<file path="config.mk">
export PLATFORM = sky130hd
export DESIGN_NAME = act_deserializer
export DESIGN_NICKNAME = d
export VERILOG_FILES = /design/src/rtl/act_pkg.sv /design/src/rtl/act_requant.sv /design/src/rtl/act_deserializer.sv
export SDC_FILE = /design/constraint.sdc
export NUM_CORES = 1
export LEC_CHECK = 0
export CORE_MARGIN = 3
export CORE_UTILIZATION = 25
export DETAILED_ROUTE_END_ITERATION = 8
export HOLD_SLACK_MARGIN = 0.15
export PLACE_DENSITY_LB_ADDON = 0.05
export SKIP_LAST_GASP = 1
export SLEW_MARGIN = 20
export SYNTH_ARGS = -nofsm -noshare
export SYNTH_HDL_FRONTEND = slang
export SYNTH_HIERARCHICAL = 1
export SYNTH_SLANG_ARGS = --single-unit
export TNS_END_PERCENT = 50
</file>
<file path="constraint.sdc">
create_clock -name clk -period 6 [get_ports clk]
set_clock_uncertainty 0.1 [all_clocks]
set_input_delay 1.2 -clock clk [delete_from_list [all_inputs] [get_ports clk]]
set_output_delay 1.2 -clock clk [all_outputs]
set_load 0.01 [all_outputs]
</file>
<file path="src/rtl/act_pkg.sv">
`default_nettype none
// ============================================================================
// Module      : act_pkg
// Description : Shared state encoding and default sizes for the activation
//               deserializer.
// Revision    : 1.0 - initial release
// ============================================================================
package act_pkg;

    localparam int c_def_width = 8;
    localparam int c_def_in    = 84;
    localparam int c_def_zw    = 2 * c_def_width + 7;

    typedef enum logic [1:0] {
        FILL = 2'd0,
        EVAL = 2'd1,
        OUT  = 2'd2
    } act_state_t;

endpackage
`default_nettype wire

</file>
<file path="src/rtl/act_requant.sv">
`default_nettype none
// ============================================================================
// Module      : act_requant
// Description : Requantizes a non-negative layer result to WIDTH bits by a
//               logical right shift; saturates when ACT_DESER_SAT_EN is set,
//               otherwise truncates.
// Revision    : 1.0 - initial release
// ============================================================================
module act_requant
    import act_pkg::*;
#(
    parameter int WIDTH = c_def_width,
    parameter int ZW    = c_def_zw,
    parameter int SHIFT = 8
) (
    input  logic [ZW-1:0]    i_z,
    output logic [WIDTH-1:0] o_q
);

`ifdef ACT_DESER_SAT_EN
    localparam logic [ZW-1:0] c_max = ZW'((1 << (WIDTH - 1)) - 1);

    logic [ZW-1:0] w_shifted;

    assign w_shifted = i_z >> SHIFT;
    assign o_q       = (w_shifted > c_max) ? WIDTH'(c_max) : w_shifted[WIDTH-1:0];
`else
    assign o_q = WIDTH'(i_z >> SHIFT);
`endif

endmodule
`default_nettype wire

</file>
<file path="src/rtl/act_deserializer.sv">
`default_nettype none
// ============================================================================
// Module      : act_deserializer
// Description : Collects a stream of signed activations into a parallel
//               vector for an external combinational layer, waits for the
//               layer to settle, then returns the requantized result.
//               Optional saturation: define ACT_DESER_SAT_EN.
// Revision    : 1.0 - initial release
// ============================================================================
module act_deserializer
    import act_pkg::*;
#(
    parameter int WIDTH  = c_def_width,
    parameter int IN     = c_def_in,
    parameter int ZW     = c_def_zw,
    parameter int SETTLE = 2,
    parameter int SHIFT  = 8
) (
    input  logic                    clk,
    input  logic                    rst,
    input  logic                    s_valid,
    output logic                    s_ready,
    input  logic signed [WIDTH-1:0] s_data,
    input  logic                    s_last,
    output logic signed [WIDTH-1:0] x [0:IN-1],
    input  logic [ZW-1:0]           z_in,
    output logic                    m_valid,
    input  logic                    m_ready,
    output logic [WIDTH-1:0]        m_data,
    output logic                    err_len
);

    localparam int                 c_idx_w    = $clog2(IN);
    localparam int                 c_cnt_w    = 4;
    localparam logic [c_idx_w-1:0] c_idx_last = c_idx_w'(IN - 1);
    localparam logic [c_cnt_w-1:0] c_settle   = c_cnt_w'(SETTLE);

    act_state_t                r_state;
    logic [c_idx_w-1:0]        r_idx;
    logic [c_cnt_w-1:0]        r_cnt;
    logic signed [WIDTH-1:0]   r_x [0:IN-1];
    logic                      r_s_ready;
    logic                      r_m_valid;
    logic [WIDTH-1:0]          r_m_data;
    logic                      r_err_len;

    logic                      w_beat;
    logic                      w_idx_end;
    logic [WIDTH-1:0]          w_q;

    assign w_beat    = s_valid && r_s_ready;
    assign w_idx_end = (r_idx == c_idx_last);

    act_requant #(
        .WIDTH (WIDTH),
        .ZW    (ZW),
        .SHIFT (SHIFT)
    ) u_requant (
        .i_z (z_in),
        .o_q (w_q)
    );

    always_ff @(posedge clk) begin
        if (rst) begin
            r_state   <= FILL;
            r_idx     <= '0;
            r_cnt     <= '0;
            r_s_ready <= 1'b0;
            r_m_valid <= 1'b0;
            r_m_data  <= '0;
            r_err_len <= 1'b0;
            for (int i = 0; i < IN; i++) begin
                r_x[i] <= '0;
            end
        end else begin
            r_err_len <= 1'b0;
            case (r_state)
                FILL: begin
                    r_s_ready <= 1'b1;
                    if (w_beat) begin
                        r_x[r_idx] <= s_data;
                        // A vector closes on s_last or on a full buffer; a
                        // mismatch between the two is a length error.
                        if (s_last || w_idx_end) begin
                            r_err_len <= s_last ^ w_idx_end;
                            r_state   <= EVAL;
                            r_s_ready <= 1'b0;
                            r_idx     <= '0;
                            r_cnt     <= '0;
                        end else begin
                            r_idx <= r_idx + 1'b1;
                        end
                    end
                end
                EVAL: begin
                    if (r_cnt == c_settle) begin
                        r_m_data  <= w_q;
                        r_m_valid <= 1'b1;
                        r_state   <= OUT;
                    end else begin
                        r_cnt <= r_cnt + 1'b1;
                    end
                end
                OUT: begin
                    if (m_ready) begin
                        r_m_valid <= 1'b0;
                        r_s_ready <= 1'b1;
                        r_idx     <= '0;
                        r_state   <= FILL;
                        for (int i = 0; i < IN; i++) begin
                            r_x[i] <= '0;
                        end
                    end
                end
                default: begin
                    r_state   <= FILL;
                    r_s_ready <= 1'b0;
                    r_m_valid <= 1'b0;
                end
            endcase
        end
    end

    assign x       = r_x;
    assign s_ready = r_s_ready;
    assign m_valid = r_m_valid;
    assign m_data  = r_m_data;
    assign err_len = r_err_len;

endmodule
`default_nettype wire

</file>
==> metrics.csv, run 1 <==
stage,metric,value,unit
clocking,clkSlewWorstSetupHoldPaths,60,ps
worst_hold_path,hold_end,x[477]$_SDFFE_PP0P_,
clocking,numCtsBuffers,80,
logic_synthesis,async_flop_share,0,%
run_status,status,finished clean,
finish,nFillCells,8637,
run,drv_cap,0,
logic_synthesis,synthDistinctLibCells,41,
place,port_buffers,703,
power_and_ir_drop,powerDensity,298,nW/um^2
floorplan,core,89200,um^2
setup_path,rr_endpoint,r_cnt[3]$_SDFFE_PP0P_,
logic_synthesis,syn_inst,1894,
floorplan,die_h,307,um
clocking,post_cts_buffers,0,
timing,clock.fmax,301,MHz
worst_hold_path,hold_start,x[477]$_SDFFE_PP0P_,
timing,finalSetupViolCount,0,
worst_hold_path,hold_path.class,flip-flop to flip-flop,
routing,drc,0,
setup_path,path_max_fanout,16,
power_and_ir_drop,p_leak,12.2,nW
routing,via_count,19100,
logic_synthesis,yosysTopAreaCell,dfxtp_1,
grt,grt_pass1_vias,18800,
logic_synthesis,synth_edf_count,0,
grt,grt_pass1_wl,147000,um
clocking,htree_num_levels,3,
logic_synthesis,synth_warnings,6,
routing,ant_nets,0,
setup_path,cp_slowest_cell,or3b_2,
logic_synthesis,ys_ff_latch,696,
setup_path,crit_required,6430,ps
setup_path,worstSetupPathType,flip-flop to flip-flop,
place,gp_congestion,0.770,
clocking,root_buffer,clkbuf_16,
clocking,clock_latency,600,ps
setup_path,start_kind,flip-flop,
clocking,post_cts_resized,0,
timing,finalCritPeriodShare,55.3,%
floorplan,io_pins,719,
logic_synthesis,syn-cell-area,22700,um^2
setup_path,cp.buffers_inverters,1,
finish,area_growth,47.8,%
place,hpwl,69000,um
setup_path,worstReg2RegStart,r_idx[4]$_SDFFE_PP0P_,
routing,drt-initial-drc-count,1301,
routing,dr.pass1.iters,8,
logic_synthesis,ys_seq_area_share,61.3,%
finish,multi_input_area,8050,um^2
logic_synthesis,syn-num-nets,1934,
logic_synthesis,yosysMostFrequentCell,dfxtp_1,
routing,avgViaCountPerCell,5.05,
timing,drv_slew,0,
grt,track_usage,21.3,%
logic_synthesis,synthTopCellsByArea,"dfxtp_1, a22o_1, a21oi_1",
setup_path,ff2ff_setup_slack,2680,ps
clocking,cts_tree,yes,
finish,final_util,37.7,%
worst_hold_path,holdPathStages,1,
finish,regArea,13900,um^2
grt,grt_overflow_total,0,
grt,antenna_found_initial,6,
timing,rsz0062_at_grt,no,
floorplan,row_count,109,
timing,fin_tns_setup,0,ps
timing,finalHoldViolations,0,
clocking,clk_path_buf_depth,3,
timing,slew_headroom,29.9,%
routing,routed_wl,105000,um
finish,drive_above_1_share,9.43,%
setup_path,crit_arrival,3750,ps
setup_path,cp_cell_sequence,nand4bb_1 > or3b_2 > ha_1 > inv_1 > a2bb2oi_1 > or3_1 > a21oi_1,
clocking,hold_buffers,0,
floorplan,start_util,25.5,%
timing,min_period,3320,ps
logic_synthesis,synth_common_cells,"dfxtp_1, a22o_1, a21oi_1",
finish,nNetsFinal,2595,
timing,tightestPinTransition,1050,ps
grt,grt_max_degree,85,
setup_path,slowest_delay,690,ps
routing,wl_per_cell,27.8,um
clocking,cts_sinks,696,
logic_synthesis,synth_ff_type,dfxtp_1,
floorplan,dieArea,94500,um^2
logic_synthesis,avgSynthCellArea,12.0,um^2
logic_synthesis,synth_top_area_share,61.3,%
setup_path,r2r_cells,7,
setup_path,cp-end-kind,flip-flop,
floorplan,die_w,307,um
power_and_ir_drop,vdd_drop_max,189,uV
setup_path,crit_family,simple AND/OR/NAND/NOR gates,
==> registers in the layout, indices dropped and copies added, names as in the netlist <==
signal / cells
err_len: 1
r_idx: 7
r_cnt: 4
s_ready: 1
m_valid: 1
m_data: 8
x: 672
r_state: 2
==> kinds of logic after synthesis <==
kind of cell | synth area share (%)
AOI/OAI and AO/OA | 30.6
DFF | 61.3
muxes | 0.352
and+or+nand+nor | 3.98
adders and majority gates | 0.220
buffers and inverters | 3.54
==> worst max-delay path by stage <==
stage / startpoint / to / slack, ps / depth (start not counted)
CTS: r_idx[4]$_SDFFE_PP0P_ / r_cnt[3]$_SDFFE_PP0P_ / 2630 / 7
global placement: s_valid / x[47]$_SDFFE_PP0P_ / 2140 / 6
global route: r_idx[4]$_SDFFE_PP0P_ / r_cnt[3]$_SDFFE_PP0P_ / 2430 / 7
detailed placement: s_valid / x[287]$_SDFFE_PP0P_ / 2110 / 6
finish: r_idx[4]$_SDFFE_PP0P_ / r_cnt[3]$_SDFFE_PP0P_ / 2680 / 7
floorplan: rst / x[551]$_SDFFE_PP0P_ / 3400 / 5
==> worst reg2reg max path, cell delays in order (launching register included) <==
cell	delay [ps]
dfxtp_1	680
nand4bb_1	660
or3b_2	690
ha_1	220
inv_1	180
a2bb2oi_1	190
or3_1	380
a21oi_1	140
==> routing by layer <==
metal / vias up / part of all wire (%) / track usage, % / routed length [um]
met4: 4 / 3.5 / 7.59 / 3670
met1: 9591 / 42 / 26.1 / 43800
met2: 715 / 47 / 35.3 / 49600
met3: 156 / 7.9 / 6.46 / 8320
li1: 8651 / - / - / -
met5: - / 0.026 / 0 / 27
==> per-stage QoR <==
step | hold WS (ps) | cells | area (um^2) | worst slack, ps | power (mW)
final | 370 | 3786 | 33600 | 2680 | 10.0
after global routing | 385 | 3784 | 33600 | 2430 | 10.3
after CTS | 374 | 3784 | 33600 | 2630 | 10.1
after detailed placement | 353 | 3638 | 30800 | 2110 | 5.01
after global placement | 356 | 3638 | 30800 | 2140 | 5.01
after floorplan | 359 | 1894 | 22700 | 3400 | 4.88
==> area by class of cell <==
| type | count | area share [%] |
|---|---|---|
| Multi-Input combinational cell | 1037 | 24.0 |
| Antenna cell | 2 | 0.0149 |
| Inverter | 7 | 0.0820 |
| Clock buffer | 114 | 7.00 |
| Sequential cell | 696 | 41.5 |
| Tap cell | 1165 | 4.34 |
| Timing Repair Buffer | 733 | 21.9 |
| Clock inverter | 32 | 1.25 |
==> cell usage in the layout, fill, tap and decap left out, drive strengths merged, types with 10 or more instances in the layout <==
master	Yosys	layout
clkdlybuf4s50	0	702
dfxtp	696	696
a22o	672	672
clkbuf	43	114
nor2	101	101
a21oi	97	97
o21ai	89	89
buf	111	31
clkinv	0	18
and3	10	10
==> report_power, final <==
group / switching, mW / leakage [nW] / internal [mW]
registers: 0.00595 / 5.60 / 4.63
logic: 0.216 / 5.25 / 0.0546
clock network: 1.99 / 1.37 / 3.12
total: 2.21 / 12.2 / 7.80
(Power assumes the default switching activity.)
==> run 2: changes to the inputs <==
Clock period 6 ns to 2.7 ns, I/O delays scaled along.
==> metrics.csv, run 2 (synthesis results as in run 1) <==
stage,metric,value,unit
routing,wl_met1,43600,um
grt,grt_overflow_total,0,
finish,stdcell_count,3851,
clocking,hold_buffers,0,
clocking,post_cts_resized,0,
clocking,root_buffer,clkbuf_16,
finish,final_util,38.5,%
setup_path,crit_family,simple AND/OR/NAND/NOR gates,
routing,dr_wl_met2,49600,um
setup_path,crit_required,3150,ps
power_and_ir_drop,pwr-share-clk,50.2,%
floorplan,die_h,307,um
clocking,clock_latency,620,ps
power_and_ir_drop,powerDensity,643,nW/um^2
timing,min_period,2460,ps
clocking,cts_sinks,696,
timing,clock.fmax,407,MHz
routing,routed.top_layer,met5,
timing,drv_slew,0,
finish,final_cell_mix,"clkdlybuf4s50_1, dfxtp_1, a22o_1, a21oi_1, clkbuf_16",
setup_path,timing.critical_path.mode_cell,ha_1,
setup_path,path_max_fanout,12,
timing,finalHoldViolations,0,
floorplan,core,89200,um^2
worst_hold_path,hold_path.class,input pin to flip-flop,
power_and_ir_drop,seqPwrFrac,46.6,%
timing,slew_headroom,38.1,%
power_and_ir_drop,p_leak,12.6,nW
run,drv_cap,0,
routing,via_count,19300,
place,gp_congestion,0.774,
grt,track_usage,21.2,%
floorplan,io_pins,719,
finish,area_growth,51.2,%
place,placed_cells,3704,
clocking,clkSlewWorstSetupHoldPaths,60,ps
power_and_ir_drop,vdd_drop_max,386,uV
routing,wl_per_cell,27.3,um
clocking,htree_num_levels,3,
floorplan,dieArea,94500,um^2
routing,dr.pass1.iters,5,
finish,largest_reg_flops,672,
grt,grt_pass1_vias,19200,
setup_path,start_kind,flip-flop,
finish,drive_above_1_share,11.4,%
routing,ant_nets,0,
setup_path,cp.buffers_inverters,1,
grt,grt_pass1_wl,147000,um
timing,finalSetupViolCount,0,
floorplan,die_w,307,um
finish,nNetsFinal,2663,
routing,avgViaCountPerCell,5.00,
place,port_buffers,703,
timing,rsz0062_at_grt,no,
finish,regArea,13900,um^2
setup_path,crit_arrival,2910,ps
finish,multi_input_area,8050,um^2
grt,grt_max_degree,47,
clocking,clk_path_buf_depth,3,
clocking,post_cts_buffers,0,
routing,routed_wl,105000,um
run_status,status,finished clean,
routing,wl_met3,8210,um
power_and_ir_drop,p_switching,4.98,mW
finish,nFillCells,8587,
routing,drc,0,
power_and_ir_drop,power.internal,17.1,mW
timing,finalCritPeriodShare,91.0,%
floorplan,row_count,109,
grt,antenna_found_initial,3,
setup_path,cp_slowest_cell,dfxtp_1,
setup_path,cp-end-kind,flip-flop,
floorplan,start_util,25.5,%
place,hpwl,71700,um
clocking,numCtsBuffers,82,
finish,layout_commonest_cell,clkdlybuf4s50_1,
timing,fin_tns_setup,0,ps
setup_path,cp_cell_sequence,ha_1 > or3b_2 > ha_1 > inv_1 > a2bb2oi_1 > or3_1 > a21oi_1,
setup_path,worstSetupPathType,flip-flop to flip-flop,
routing,drt-initial-drc-count,1456,
timing,tightestPinTransition,929,ps
power_and_ir_drop,switching_share,22.6,%
power_and_ir_drop,p_comb_share,3.1,%
setup_path,slowest_delay,550,ps
clocking,cts_tree,yes,
[run 2: changes by cell type in the layout (fill, tap and decap cells not counted), sizes merged]
| cell | before | now |
|---|---|---|
| clkinvlp | 3 | 2 |
| buf | 31 | 97 |
| bufinv | 9 | 5 |
| clkbuf | 114 | 120 |
| clkinv | 18 | 17 |
| diode | 2 | 1 |
[run 2: routing by layer]
metal  track usage (%)  vias up
met5                 0        -
met4              7.34        2
met3              6.40      150
met2              35.3      730
met1              25.9     9609
li1                  -     8782
[run 2: cell type report]
class | count | area share (%)
sequential | 696 | 40.6
timing repair buffer | 799 | 23.9
multi-input combinational | 1037 | 23.4
clock buffer | 120 | 6.95
tap | 1165 | 4.24
clock inverter | 26 | 0.889
inverter | 7 | 0.0801
antenna | 1 | 0.00728
[run 2: power by group through the flow]
stage          sequential [mW]  clock, mW  combinational, mW
2_1_floorplan             10.5          0              0.323
3_3_place_gp              10.5          0              0.687
3_5_place_dp              10.5          0              0.693
4_1_cts                   10.3       11.4              0.694
5_1_grt                   10.3       11.8              0.730
6_report                  10.3       11.1              0.688
[run 2: path summary, 6_finish.rpt]
check	start	to	slack (ps)	cells after the start
max	r_idx[0]$_SDFFE_PP0P_	r_cnt[3]$_SDFFE_PP0P_	240	7
min	rst	m_data[4]$_SDFFE_PP0P_	230	2
max reg2reg	r_idx[0]$_SDFFE_PP0P_	r_cnt[3]$_SDFFE_PP0P_	240	7
min reg2reg	x[229]$_SDFFE_PP0P_	x[229]$_SDFFE_PP0P_	370	1
[run 2: through the flow]
stage / setup WS (ps) / total power [mW] / area, um^2 / hold slack [ps]
6_report: 242 / 22.1 / 34400 / 232
5_1_grt: 68.2 / 22.8 / 34300 / 203
4_1_cts: 238 / 22.4 / 34300 / 188
3_5_place_dp: -31.1 / 11.2 / 31700 / 354
3_3_place_gp: 32.9 / 11.2 / 31700 / 354
2_1_floorplan: 434 / 10.8 / 22700 / 359
==> run 3: changes to the inputs <==
Settings changed: CORE_AREA from default to 3 3 282 284, CORE_MARGIN 3 to default, CORE_UTILIZATION 25 to default, DIE_AREA from default to 0 0 285 287, SYNTH_HIERARCHICAL 1 to default.
==> metrics.csv, run 3 <==
stage,metric,value,unit
finish,final_cell_mix,"clkdlybuf4s50_1, dfxtp_1, a22o_1, a21oi_1, clkbuf_16",
run,drv_cap,0,
logic_synthesis,ys_ff_latch,696,
timing,whs,371,ps
routing,routed_wl,101000,um
finish,drive_above_1_share,11.2,%
timing,finalSetupViolCount,0,
clocking,post_cts_buffers,0,
place,gp_congestion,0.802,
routing,dr.pass1.iters,5,
logic_synthesis,async_flop_share,0,%
finish,largest_reg_flops,672,
logic_synthesis,ys_seq_area_share,61.5,%
timing,fin_ws,284,ps
grt,antenna_found_initial,6,
floorplan,dieArea,81800,um^2
finish,nNetsFinal,2650,
floorplan,die_w,285,um
logic_synthesis,yosysMostFrequentCell,dfxtp_1,
routing,ant_nets,0,
grt,grt_pass1_vias,19000,
power_and_ir_drop,powerDensity,649,nW/um^2
timing,rsz0062_at_grt,no,
clocking,clkSlewWorstSetupHoldPaths,60,ps
setup_path,worstSetupPathType,flip-flop to flip-flop,
timing,drv_slew,0,
timing,tightestPinTransition,937,ps
setup_path,slowest_delay,480,ps
logic_synthesis,synth_top_area_share,61.5,%
clocking,root_buffer,clkbuf_16,
logic_synthesis,avgSynthCellArea,12.0,um^2
setup_path,crit_required,3120,ps
timing,clock.fmax,414,MHz
power_and_ir_drop,power,22.1,mW
clocking,post_cts_resized,0,
logic_synthesis,synthDistinctLibCells,41,
finish,layout_commonest_cell,clkdlybuf4s50_1,
run_status,status,finished clean,
clocking,clock_latency,600,ps
grt,grt_max_degree,54,
clocking,numCtsBuffers,79,
logic_synthesis,synth_edf_count,0,
routing,drt-initial-drc-count,1103,
routing,wl_per_cell,27.2,um
floorplan,row_count,102,
grt,track_usage,23.4,%
timing,slew_headroom,37.5,%
routing,wl_met1,43200,um
routing,avgViaCountPerCell,5.19,
grt,grt_pass1_wl,143000,um
logic_synthesis,syn_inst,1886,
setup_path,cp-end-kind,flip-flop,
setup_path,cp_cell_sequence,ha_1 > or3b_2 > ha_1 > inv_1 > a2bb2oi_1 > or3_1 > a21oi_1,
setup_path,crit_arrival,2830,ps
place,hpwl,68600,um
worst_hold_path,hold_path.class,flip-flop to flip-flop,
clocking,clk_path_buf_depth,3,
clocking,cts_sinks,696,
timing,finalHoldViolations,0,
setup_path,start_kind,flip-flop,
routing,dr_wl_met2,48400,um
place,port_buffers,703,
floorplan,die_h,287,um
routing,wl_met3,6710,um
logic_synthesis,syn-num-nets,1926,
power_and_ir_drop,vdd_drop_max,362,uV
routing,via_count,19300,
place,placed_cells,3569,
logic_synthesis,synth_common_cells,"dfxtp_1, a22o_1, a21oi_1",
power_and_ir_drop,p_leak,12.6,nW
logic_synthesis,synthTopCellsByArea,"dfxtp_1, a22o_1, a21oi_1",
floorplan,io_pins,719,
setup_path,timing.critical_path.mode_cell,ha_1,
timing,min_period,2420,ps
setup_path,cp_slowest_cell,or3b_2,
routing,routed.top_layer,met5,
floorplan,start_util,29.3,%
grt,grt_overflow_total,0,
logic_synthesis,synth_warnings,0,
clocking,htree_num_levels,3,
floorplan,core,77300,um^2
finish,area_growth,50.5,%
logic_synthesis,syn-cell-area,22700,um^2
setup_path,path_max_fanout,11,
logic_synthesis,synth_ff_type,dfxtp_1,
clocking,cts_tree,yes,
timing,finalCritPeriodShare,89.5,%
finish,stdcell_count,3714,
clocking,hold_buffers,0,
routing,drc,0,
logic_synthesis,yosysTopAreaCell,dfxtp_1,
timing,fin_tns_setup,0,ps
place,pre_cts_ws,41.3,ps
[run 3: cell types whose count changed after synthesis]
cell / change
buf_4: -8
[run 3: report_power, final]
group,leakage [nW],internal [mW],switching [mW]
clock network,1.34,6.79,4.40
logic,5.62,0.170,0.476
registers,5.60,10.3,0.0108
[run 3: worst max-delay path, delay by kind of cell (launching register included)]
family	cells	cell delay, ps
compound gates	2	350
flops	1	420
simple gates	2	860
buf+inv	1	160
fa+ha+maj	2	460
[run 3: cell type report]
cell class                 instances  area, um^2
antenna                            1        2.50
sequential                       696       13900
clock inverter                    32         430
multi-input combinational       1037        8050
tap                             1040        1300
fill                            7285       43200
clock buffer                     112        2290
inverter                           7        27.5
timing repair buffer             789        8080
[run 3: kinds of logic after synthesis]
logic type / count (synthesis) / synth area share, %
flip-flops: 696 / 61.5
buffers and inverters: 153 / 3.28
multiplexers: 8 / 0.353
AND/OR/NAND/NOR: 157 / 3.99
AO/OA/AOI/OAI: 868 / 30.7
adder cells (fa/ha/maj): 4 / 0.221
[run 3: worst paths after layout]
kind / start / endpoint / slack [ps] / cells past startpoint
setup / recovery: r_idx[1]$_SDFFE_PP0P_ / r_cnt[3]$_SDFFE_PP0P_ / 280 / 7
setup reg to reg: r_idx[1]$_SDFFE_PP0P_ / r_cnt[3]$_SDFFE_PP0P_ / 280 / 7
hold / removal: x[64]$_SDFFE_PP0P_ / x[64]$_SDFFE_PP0P_ / 370 / 1
hold reg to reg: x[64]$_SDFFE_PP0P_ / x[64]$_SDFFE_PP0P_ / 370 / 1
[run 3: through the flow]
step / util (%) / area [um^2]
after floorplan: - / 22700
after global placement: 40.6 / 31400
after detailed placement: 40.6 / 31400
after CTS: 44.1 / 34100
after global routing: 44.1 / 34100
final: 44.1 / 34100
[run 3: per-layer routing]
metal	track usage (%)	vias to the layer above
met3	5.92	128
met1	29.3	9695
met2	39.9	679
li1	-	8763
met4	6.77	10
met5	0	-
